## config.mk

```make
export PLATFORM = sky130hd
export DESIGN_NAME = spi_mem_responder_flat
export DESIGN_NICKNAME = d
export VERILOG_FILES = /design/src/rtl/spi_mem_responder_pkg.sv /design/src/rtl/spi_mem_responder_if.sv /design/src/rtl/spi_pin_sync.sv /design/src/rtl/spi_mem_responder.sv /design/src/flat_wrapper.sv
export SDC_FILE = /design/constraint.sdc
export NUM_CORES = 1
export LEC_CHECK = 0
export BUFFER_PORTS_ARGS = -buffer_cell sky130_fd_sc_hd__buf_2
export CORE_UTILIZATION = 58
export DETAILED_ROUTE_END_ITERATION = 10
export PLACE_DENSITY = 0.89
export SLEW_MARGIN = 20
export SYNTH_ARGS = -nofsm -noshare
export SYNTH_HDL_FRONTEND = slang
export SYNTH_SLANG_ARGS = --single-unit
```

## constraint.sdc

```tcl
create_clock -name clk_in -period 2.53 [get_ports clk_in]
set_clock_uncertainty 0.15 [all_clocks]
set_input_delay 0.253 -clock clk_in [delete_from_list [all_inputs] [get_ports clk_in]]
set_output_delay 0.253 -clock clk_in [all_outputs]
set_load 0.005 [all_outputs]
```

## src/rtl/spi_mem_responder_pkg.sv

```systemverilog
// Shared SPI memory command constants, common to this responder and the SPI memory controller.
// Latency: n/a (constants only).
// Backpressure: n/a.
package spi_mem_responder_pkg;

    localparam logic [7:0] SPI_CMD_READ  = 8'h03;
    localparam logic [7:0] SPI_CMD_WRITE = 8'h02;

    // Default width of the byte address presented on the memory port.
    localparam int SPI_ADDR_W_DEF = 16;

endpackage

```

## src/rtl/spi_mem_responder_if.sv

```systemverilog
// Byte-wide synchronous memory port between the SPI responder and its backing store.
// Latency: mem_rdata_in is valid the cycle after mem_re_out.
// Backpressure: none; the memory must accept every strobe.
// Ports: mem_addr_out, mem_re_out, mem_we_out, mem_wdata_out (responder -> memory),
//        mem_rdata_in (memory -> responder).
interface spi_mem_responder_if
    import spi_mem_responder_pkg::*;
#(
    parameter int ADDR_W = SPI_ADDR_W_DEF
);
    logic [ADDR_W-1:0] mem_addr_out;
    logic              mem_re_out;
    logic [7:0]        mem_rdata_in;
    logic              mem_we_out;
    logic [7:0]        mem_wdata_out;

    // Responder side drives the address and strobes.
    modport master (
        output mem_addr_out, mem_re_out, mem_we_out, mem_wdata_out,
        input  mem_rdata_in
    );

    // Memory side returns read data.
    modport slave (
        input  mem_addr_out, mem_re_out, mem_we_out, mem_wdata_out,
        output mem_rdata_in
    );
endinterface

```

## src/rtl/spi_pin_sync.sv

```systemverilog
// Two-flop synchronizer for one asynchronous pin, plus rise/fall detection on the synced level.
// Latency: sync_out 2 cycles after the pin; rise_out/fall_out are combinational from sync, so an
//          edge acts on the 3rd clk_in edge. Backpressure: none.
// Ports: clk_in, reset_in, pin_in -> sync_out, rise_out, fall_out.
module spi_pin_sync
    import spi_mem_responder_pkg::*;
#(
    parameter logic RESET_VAL = 1'b0
) (
    input  logic clk_in,
    input  logic reset_in,
    input  logic pin_in,
    output logic sync_out,
    output logic rise_out,
    output logic fall_out
);
    logic meta_q;
    logic sync_q;
    logic prev_q;

    always_ff @(posedge clk_in or posedge reset_in) begin
        if (reset_in) begin
            meta_q <= RESET_VAL;
            sync_q <= RESET_VAL;
            prev_q <= RESET_VAL;
        end else begin
            meta_q <= pin_in;
            sync_q <= meta_q;
            prev_q <= sync_q;
        end
    end

    assign sync_out = sync_q;
    assign rise_out = sync_q & ~prev_q;
    assign fall_out = ~sync_q & prev_q;

endmodule

```

## src/rtl/spi_mem_responder.sv

```systemverilog
// SPI mode-0 target serving READ (0x03) / WRITE (0x02) + 24-bit address onto a byte-wide memory port.
// Latency: 3 clk_in cycles pin-to-action; read prefetch lands 2 cycles after the detected rise,
//          write strobe 1 cycle after the detected 8th rise. Backpressure: none (memory never stalls).
// Ports: clk_in, reset_in, sclk_in/mosi_in/cs_n_in (async pins), miso_out, busy_out, mem_bus (master).
module spi_mem_responder
    import spi_mem_responder_pkg::*;
#(
    parameter int ADDR_W = SPI_ADDR_W_DEF
) (
    input  logic                clk_in,
    input  logic                reset_in,
    input  logic                sclk_in,
    input  logic                mosi_in,
    input  logic                cs_n_in,
    output logic                miso_out,
    output logic                busy_out,
    spi_mem_responder_if.master mem_bus
);
    typedef enum logic [2:0] {
        ST_IDLE, ST_CMD, ST_ADDR, ST_READ, ST_WRITE, ST_IGNORE
    } state_t;

    logic sclk_s, sclk_rise, sclk_fall;
    logic cs_n_s, cs_fall, cs_rise_unused;
    logic mosi_s, mosi_rise_unused, mosi_fall_unused, sclk_s_unused;

    spi_pin_sync #(.RESET_VAL(1'b0)) u_sync_sclk (
        .clk_in(clk_in), .reset_in(reset_in), .pin_in(sclk_in),
        .sync_out(sclk_s), .rise_out(sclk_rise), .fall_out(sclk_fall)
    );
    spi_pin_sync #(.RESET_VAL(1'b1)) u_sync_cs (
        .clk_in(clk_in), .reset_in(reset_in), .pin_in(cs_n_in),
        .sync_out(cs_n_s), .rise_out(cs_rise_unused), .fall_out(cs_fall)
    );
    spi_pin_sync #(.RESET_VAL(1'b0)) u_sync_mosi (
        .clk_in(clk_in), .reset_in(reset_in), .pin_in(mosi_in),
        .sync_out(mosi_s), .rise_out(mosi_rise_unused), .fall_out(mosi_fall_unused)
    );
    assign sclk_s_unused = sclk_s;

    state_t            state_q, state_d;
    logic [2:0]        bit_cnt;
    logic [1:0]        byte_cnt;
    logic [7:0]        rx_sr;
    logic [7:0]        tx_sr;
    logic [ADDR_W-1:0] addr_q;
    logic              is_read;
    logic              re_q, pf_q, we_q, miso_q;
    logic [7:0]        wdata_q;
    logic [7:0]        rx_next;
    logic              last_bit;

    // Byte as it will look once the bit sampled on this rise is shifted in.
    assign rx_next  = {rx_sr[6:0], mosi_s};
    assign last_bit = (bit_cnt == 3'd7);

    always_ff @(posedge clk_in or posedge reset_in) begin
        if (reset_in) state_q <= ST_IDLE;
        else          state_q <= state_d;
    end

    always_comb begin
        state_d = state_q;
        if (cs_n_s) begin
            state_d = ST_IDLE;
        end else begin
            case (state_q)
                ST_IDLE: if (cs_fall) state_d = ST_CMD;
                ST_CMD: begin
                    if (sclk_rise && last_bit) begin
                        if (rx_next == SPI_CMD_READ || rx_next == SPI_CMD_WRITE) state_d = ST_ADDR;
                        else                                                     state_d = ST_IGNORE;
                    end
                end
                ST_ADDR: begin
                    if (sclk_rise && last_bit && byte_cnt == 2'd2)
                        state_d = is_read ? ST_READ : ST_WRITE;
                end
                default: state_d = state_q;
            endcase
        end
    end

    always_comb begin
        busy_out = (state_q != ST_IDLE);
        miso_out = (state_q == ST_READ) ? miso_q : 1'b0;
    end

    always_ff @(posedge clk_in or posedge reset_in) begin
        if (reset_in) begin
            bit_cnt  <= '0;
            byte_cnt <= '0;
            rx_sr    <= '0;
            tx_sr    <= '0;
            addr_q   <= '0;
            is_read  <= 1'b0;
            re_q     <= 1'b0;
            pf_q     <= 1'b0;
            we_q     <= 1'b0;
            miso_q   <= 1'b0;
            wdata_q  <= '0;
        end else begin
            re_q <= 1'b0;
            we_q <= 1'b0;
            pf_q <= re_q;
            // Address moves on only after the write strobe has been seen with the old value.
            if (we_q) addr_q <= addr_q + 1'b1;

            if (cs_n_s) begin
                bit_cnt  <= '0;
                byte_cnt <= '0;
                pf_q     <= 1'b0;
                miso_q   <= 1'b0;
            end else if (sclk_rise && state_q != ST_IDLE) begin
                rx_sr   <= rx_next;
                bit_cnt <= bit_cnt + 1'b1;
                case (state_q)
                    ST_CMD: if (last_bit) is_read <= (rx_next == SPI_CMD_READ);
                    ST_ADDR: begin
                        // Shifting all 24 bits through keeps only the low ADDR_W.
                        addr_q <= {addr_q[ADDR_W-2:0], mosi_s};
                        if (last_bit) begin
                            byte_cnt <= byte_cnt + 1'b1;
                            if (byte_cnt == 2'd2 && is_read) re_q <= 1'b1;
                        end
                    end
                    ST_READ: begin
                        if (last_bit) begin
                            addr_q <= addr_q + 1'b1;
                            re_q   <= 1'b1;
                        end
                    end
                    ST_WRITE: begin
                        if (last_bit) begin
                            we_q    <= 1'b1;
                            wdata_q <= rx_next;
                        end
                    end
                    default: ;
                endcase
            end else if (sclk_fall && state_q == ST_READ) begin
                // Each byte is loaded between its predecessor's 8th rise and the next fall,
                // so a plain shift-out on every fall presents the MSB first.
                miso_q <= tx_sr[7];
                tx_sr  <= {tx_sr[6:0], 1'b0};
            end

            if (pf_q && !cs_n_s) tx_sr <= mem_bus.mem_rdata_in;
        end
    end

    assign mem_bus.mem_addr_out  = addr_q;
    assign mem_bus.mem_re_out    = re_q;
    assign mem_bus.mem_we_out    = we_q;
    assign mem_bus.mem_wdata_out = wdata_q;

endmodule

```

## src/flat_wrapper.sv

```systemverilog
// flat-port wrapper written by rule: the top's interface ports become plain ports
module spi_mem_responder_flat import spi_mem_responder_pkg::*;
#(
    parameter int ADDR_W = SPI_ADDR_W_DEF
)
  (clk_in, reset_in, sclk_in, mosi_in, cs_n_in, miso_out, busy_out, mem_bus_mem_addr_out, mem_bus_mem_re_out, mem_bus_mem_we_out, mem_bus_mem_wdata_out, mem_bus_mem_rdata_in);
  spi_mem_responder_if #(.ADDR_W(ADDR_W)) mem_bus_i ();
  input  logic clk_in;
  input  logic reset_in;
  input  logic sclk_in;
  input  logic mosi_in;
  input  logic cs_n_in;
  output logic miso_out;
  output logic busy_out;
  output wire logic [$bits(mem_bus_i.mem_addr_out)-1:0] mem_bus_mem_addr_out;
  output wire logic [$bits(mem_bus_i.mem_re_out)-1:0] mem_bus_mem_re_out;
  output wire logic [$bits(mem_bus_i.mem_we_out)-1:0] mem_bus_mem_we_out;
  output wire logic [$bits(mem_bus_i.mem_wdata_out)-1:0] mem_bus_mem_wdata_out;
  input wire logic [$bits(mem_bus_i.mem_rdata_in)-1:0] mem_bus_mem_rdata_in;
  assign mem_bus_mem_addr_out = mem_bus_i.mem_addr_out;
  assign mem_bus_mem_re_out = mem_bus_i.mem_re_out;
  assign mem_bus_mem_we_out = mem_bus_i.mem_we_out;
  assign mem_bus_mem_wdata_out = mem_bus_i.mem_wdata_out;
  assign mem_bus_i.mem_rdata_in = mem_bus_mem_rdata_in;
  spi_mem_responder #(.ADDR_W(ADDR_W)) u_core (.clk_in(clk_in), .reset_in(reset_in), .sclk_in(sclk_in), .mosi_in(mosi_in), .cs_n_in(cs_n_in), .miso_out(miso_out), .busy_out(busy_out), .mem_bus(mem_bus_i));
endmodule
```

==> results of run 1 <==
==> critical path, stage by stage, from the launching register on <==
cell,delay (ns)
dfrtp_1,0.52
ha_1,0.28
nand4_1,0.22
nor4_1,0.35
xor2_1,0.11
and3_1,0.20
a311o_1,0.31
==> timing repair <==
item | in CTS | in global routing
resized for setup | 0 | 0
hold endpoints to repair | 27 | 0
hold buffers | 11 | 0
setup endpoints to repair | 0 | 0
==> flip-flops by register name, indices dropped and copies added, names as in the netlist, 2 cells and up <==
register / cells
u_core.bit_cnt: 3
u_core.tx_sr: 8
u_core.state_q: 3
u_core.byte_cnt: 2
u_core.mem_bus.mem_addr_out: 16
u_core.rx_sr: 7
u_core.mem_bus.mem_wdata_out: 8
==> stage by stage <==
step	setup WS (ns)	hold WS [ns]	instances
2_1_floorplan	0.499	0.107	335
3_3_place_gp	0.389	0.128	429
3_5_place_dp	0.300	0.128	429
4_1_cts	0.282	0.00854	456
5_1_grt	0.0523	0.0168	456
6_report	0.258	0.0153	456
==> cell usage after synthesis (3+ instances only) <==
library cell | number | area (sq um)
xor2_1 | 9 | 78.8
o22ai_1 | 7 | 43.8
dfrtp_1 | 57 | 1430
nand2b_1 | 3 | 18.8
mux2i_1 | 14 | 140
nor3_1 | 3 | 15.0
o21ai_0 | 12 | 60.1
nand3_1 | 15 | 75.1
o21ai_1 | 7 | 35.0
and3_1 | 3 | 18.8
mux2_2 | 9 | 101
buf_4 | 4 | 30.0
nor2_1 | 27 | 101
o211ai_1 | 4 | 30.0
ha_1 | 4 | 50.1
dfstp_2 | 3 | 78.8
inv_1 | 7 | 26.3
clkbuf_1 | 9 | 33.8
a21oi_1 | 9 | 45.0
nor4_1 | 7 | 43.8
and2_1 | 3 | 18.8
xnor2_1 | 11 | 96.3
nor2b_1 | 3 | 18.8
a22oi_1 | 5 | 37.5
or3_1 | 6 | 37.5
and4_1 | 3 | 26.3
nand2_1 | 45 | 169
buf_2 | 8 | 40.0
a31oi_1 | 3 | 18.8
nand4_1 | 3 | 18.8
==> power by group through the flow <==
stage	Sequential (mW)	Combinational (mW)	Clock [mW]
3_3_place_gp	1.13	0.306	0
3_5_place_dp	1.14	0.320	0
4_1_cts	1.12	0.334	0.882
5_1_grt	1.13	0.376	0.926
6_report	1.12	0.334	0.865
2_1_floorplan	1.08	0.288	0
==> layout make-up <==
| cell class | count | area share |
|---|---|---|
| clock buffers | 12 | 0.0410 |
| clock inverters | 4 | 0.0125 |
| inverters | 7 | 0.00694 |
| multi-input cells | 245 | 0.423 |
| flip-flops and latches | 60 | 0.397 |
| well taps | 70 | 0.0231 |
| repair buffers | 58 | 0.0958 |
==> how the worst max path moves through the flow <==
stage | to | slack (ns) | cells after the start
final | u_core.mem_bus.mem_addr_out[14] | 0.26 | 6
after CTS | u_core.mem_bus.mem_addr_out[14] | 0.28 | 6
after global routing | u_core.mem_bus.mem_wdata_out[5] | 0.05 | 6
after detailed placement | u_core.mem_bus.mem_wdata_out[5] | 0.30 | 6
after global placement | u_core.mem_bus.mem_addr_out[6] | 0.39 | 7
after floorplan | u_core.mem_bus.mem_addr_out[6] | 0.50 | 8
==> kinds of logic (layout without fill, tap and decap cells) <==
family,after synthesis,in the layout,synth area share
compound gates,62,62,0.122
xor+xnor,20,20,0.0538
fa+ha+maj,4,4,0.0154
buf+inv,30,81,0.0450
flops,60,60,0.462
mux,23,23,0.0742
simple gates,136,136,0.227
==> per-layer routing <==
layer / up-vias / track usage
met2: 71 / 0.458
met5: - / 0
met1: 1333 / 0.322
met3: 15 / 0.0750
met4: 0 / 0.137
li1: 1281 / -
==> flow_metrics.py, run 1 <==
metrics = {
    "run_status": {
        "outcome": "completed",
    },
    "power": {
        "power_density_nw_per_um2": 613,
        "switchingPower_mw": 0.645,
        "p_sw_frac": 0.278,
        "power_frac_clock": 0.373,
        "seqPwrFrac": 0.484,
        "p_int_mw": 1.68,
        "total_power_mw": 2.32,
        "combPwrFrac": 0.144,
        "ir_drop_v": 0.000669,
        "power.static_leakage_nw": 1.72,
    },
    "placement": {
        "placed_area_sq_um": 3480,
        "place_hpwl_mm": 4.96,
        "port_buffers": 40,
        "gp_congestion": 0.875,
    },
    "finish": {
        "fillers": 400,
        "layout_common_cells": "dfrtp_1, nand2_1, buf_2",
        "syn_to_final_growth_pct": 16.4,
        "utilization": 0.719,
        "multiInputGateArea_sq_um": 1600,
        "register_area_sq_um": 1510,
        "drive_above_1_share": 0.220,
        "final_nets": 398,
        "diodes": 0,
        "design_area_sq_um": 3790,
        "final_common_cell": "dfrtp_1",
    },
    "yosys": {
        "ys.flop_type": "dfrtp_1",
        "synth_seq_cells": 60,
        "yosysSeqAreaShare": 0.462,
        "syn_inst": 335,
        "yosys_warnings": 0,
        "ys_types": 60,
        "synth_nets": 352,
        "synthArstFlopShare": 1.00,
        "syn_area_sq_um": 3260,
        "synth-edff-count": 0,
        "syn_avg_cell_area_sq_um": 9.72,
    },
    "global_route": {
        "grt_max_degree": 22,
        "grt_first_pass_wirelength_mm": 12.5,
        "grt_usage": 0.273,
        "overflow": 0,
        "antenna_found_initial": 0,
        "grt_pass1_vias": 2671,
    },
    "cts": {
        "clk_latency_ns": 0.34,
        "cts.path.max_buffers": 2,
        "cts_tree": "built",
        "cts_inserted_buffers": 9,
        "root_buffer": "clkbuf_8",
        "htreeDepth": 3,
        "post_cts.repair.setup_buffers": 0,
        "path_clk_slew_ns": 0.06,
        "clock_sinks": 60,
    },
    "detailed_routing": {
        "wl_mm": 7.23,
        "highest_layer": "met4",
        "firstDrtPassIters": 4,
        "drc": 0,
        "via_per_inst": 5.92,
        "wl_met3_microns": 292,
        "met1Wirelength_mm": 3.13,
        "wl_met2_mm": 3.66,
        "drt-wirelength-per-cell_microns": 15.9,
        "drtIter0Drc": 177,
        "routed-via-count": 2700,
        "ant_nets": 0,
    },
    "critical_path": {
        "crit_start": "u_core.mem_bus.mem_addr_out[0]",
        "critPathMaxFanout": 9,
        "ff2ff_setup_slack_ns": 0.26,
        "end_kind": "flop",
        "arrival_ns": 2.35,
        "worstSetupPathType": "flop to flop",
        "critPathLaunchType": "flop",
        "reg2reg_to": "u_core.mem_bus.mem_addr_out[14]",
        "r2r-start": "u_core.mem_bus.mem_addr_out[0]",
        "cp.required_ns": 2.60,
        "reg2reg_depth": 6,
    },
    "sta": {
        "tightestPinTransition_ns": 0.939,
        "tns_ns": 0,
        "slew-limit-headroom": 0.373,
        "rsz0062_at_grt": "false",
        "setup_viol": 0,
        "min_period_ns": 2.27,
        "hold_viol_final": 0,
        "period_share": 0.898,
        "fmax_mhz": 440,
        "drv_slew": 0,
    },
    "min_path": {
        "holdPathEnd": "u_core.tx_sr[5]",
        "hold_start": "mem_bus_mem_rdata_in[5]",
        "hp-class": "input pin to flop",
        "hold_depth": 3,
    },
    "floorplanning": {
        "rows": 26,
        "die_x_microns": 76.9,
        "die_h_microns": 76.9,
        "die_area_sq_um": 5920,
        "core_area_sq_um": 5270,
        "ios": 41,
        "start_util": 0.618,
    },
    "job": {
        "maxCapViolCount": 0,
    },
}
(Power assumes the default switching activity.)
==> run 2: changes to the inputs <==
- CAP_MARGIN: not set -> 20
- CELL_PAD_IN_SITES_DETAIL_PLACEMENT: not set -> 0
- CELL_PAD_IN_SITES_GLOBAL_PLACEMENT: not set -> 1
- CORE_UTILIZATION: 58 -> 45
==> flow_metrics.py, run 2 (same netlist as run 1, synthesis figures left out) <==
metrics = {
    "critical_path": {
        "crit_start": "u_core.mem_bus.mem_addr_out[1]",
        "critPathLaunchType": "flop",
        "path_delay_family": "simple AND/OR/NAND/NOR gates",
        "cp_slowest_cell": "dfrtp_1",
        "critPathMaxFanout": 9,
        "r2r-start": "u_core.mem_bus.mem_addr_out[1]",
        "worstSetupPathType": "flop to flop",
        "arrival_ns": 2.33,
        "cp.required_ns": 2.61,
        "crit_path_max_incr_delay_ns": 0.52,
        "end_kind": "flop",
        "crit_chain": "ha_1 > nand4_1 > nor4_1 > xor2_1 > and3_1 > a311o_1",
        "crit_buf_inv": 0,
    },
    "finish": {
        "fillers": 650,
        "diodes": 0,
        "final_common_cell": "dfrtp_1",
        "final_nets": 401,
        "largest_register_ffs": 16,
        "syn_to_final_growth_pct": 18.8,
        "drive_above_1_share": 0.226,
        "layout_common_cells": "dfrtp_1, nand2_1, buf_2",
    },
    "power": {
        "total_power_mw": 2.44,
        "power_density_nw_per_um2": 630,
        "p_int_mw": 1.74,
        "p_sw_frac": 0.288,
        "seqPwrFrac": 0.455,
        "switchingPower_mw": 0.702,
        "power.static_leakage_nw": 1.74,
        "combPwrFrac": 0.142,
        "power_frac_clock": 0.402,
        "ir_drop_v": 0.000391,
    },
    "detailed_routing": {
        "drt-wirelength-per-cell_microns": 14.9,
        "via_per_inst": 5.40,
        "firstDrtPassIters": 4,
        "drc": 0,
        "routed-via-count": 2620,
        "ant_nets": 0,
        "drtIter0Drc": 175,
        "wl_mm": 7.21,
    },
    "cts": {
        "root_buffer": "clkbuf_8",
        "clock_sinks": 60,
        "post_cts.repair.setup_buffers": 0,
        "cts_tree": "built",
        "cts.path.max_buffers": 2,
        "clk_latency_ns": 0.35,
        "path_clk_slew_ns": 0.08,
        "htreeDepth": 3,
        "cts_inserted_buffers": 9,
    },
    "sta": {
        "period_share": 0.889,
        "drv_slew": 0,
        "rsz0062_at_grt": "false",
        "tightestPinTransition_ns": 0.870,
        "hold_slack_ns": 0.201,
        "fmax_mhz": 444,
        "slew-limit-headroom": 0.419,
        "setup_viol": 0,
        "tns_ns": 0,
        "hold_viol_final": 0,
        "min_period_ns": 2.25,
    },
    "floorplanning": {
        "rows": 30,
        "die_area_sq_um": 7580,
        "core_area_sq_um": 6910,
        "ios": 41,
        "die_x_microns": 87.1,
        "die_h_microns": 87.1,
        "start_util": 0.471,
    },
    "global_route": {
        "grt_max_degree": 26,
        "grt_usage": 0.204,
        "antenna_found_initial": 0,
        "grt_pass1_vias": 2465,
        "overflow": 0,
        "grt_first_pass_wirelength_mm": 11.6,
    },
    "placement": {
        "port_buffers": 40,
        "gp_congestion": 0.792,
        "place_hpwl_mm": 5.03,
    },
    "run_status": {
        "outcome": "completed",
    },
    "min_path": {
        "hold_start": "u_core.u_sync_mosi.meta_q",
        "hp-class": "flop to flop",
    },
    "job": {
        "maxCapViolCount": 0,
    },
}
==> run 2: worst paths after layout <==
kind	end	slack, ns	cells past startpoint
setup / recovery	u_core.mem_bus.mem_addr_out[14]	0.28	6
hold / removal	u_core.u_sync_mosi.sync_out	0.20	0
setup reg to reg	u_core.mem_bus.mem_addr_out[14]	0.28	6
hold reg to reg	u_core.u_sync_mosi.sync_out	0.20	0
max in group asynchronous	u_core.mem_bus.mem_addr_out[14]	1.29	4
min in group asynchronous	u_core.mem_bus.mem_we_out	0.28	3
==> run 2: metrics by stage <==
stage / cell area, sq um / cells / setup slack [ns] / util
5_1_grt: 3870 / 485 / 0.120 / 0.560
3_3_place_gp: 3520 / 457 / 0.381 / 0.510
4_1_cts: 3870 / 485 / 0.266 / 0.560
6_report: 3870 / 485 / 0.280 / 0.560
2_1_floorplan: 3260 / 335 / 0.499 / -
3_5_place_dp: 3520 / 457 / 0.280 / 0.510
==> run 2: what timing repair did <==
action | in CTS | in global routing
hold buffers | 12 | 0
resized for setup | 0 | 0
hold endpoints to repair | 25 | 0
==> run 2: final cells by class <==
| type | instances | area, sq um | share of cell area |
|---|---|---|---|
| clock buffers | 9 | 124 | 0.0320 |
| well taps | 96 | 120 | 0.0311 |
| multi-input cells | 245 | 1600 | 0.415 |
| inverters | 7 | 26.3 | 0.00680 |
| clock inverters | 7 | 98.8 | 0.0256 |
| flip-flops and latches | 60 | 1510 | 0.389 |
| repair buffers | 61 | 388 | 0.100 |
==> run 2: per-layer routing <==
layer,share of wire,vias up,global-route usage
met5,0,-,0
met4,0.021,0,0.103
li1,-,1287,-
met3,0.046,11,0.0474
met2,0.46,61,0.328
met1,0.47,1261,0.257
==> run 2: power groups by stage <==
stage / Sequential (mW) / Clock [mW] / Combinational, mW
2_1_floorplan: 1.08 / 0 / 0.288
3_3_place_gp: 1.12 / 0 / 0.329
3_5_place_dp: 1.13 / 0 / 0.334
4_1_cts: 1.11 / 1.00 / 0.349
5_1_grt: 1.12 / 1.03 / 0.391
6_report: 1.11 / 0.980 / 0.347
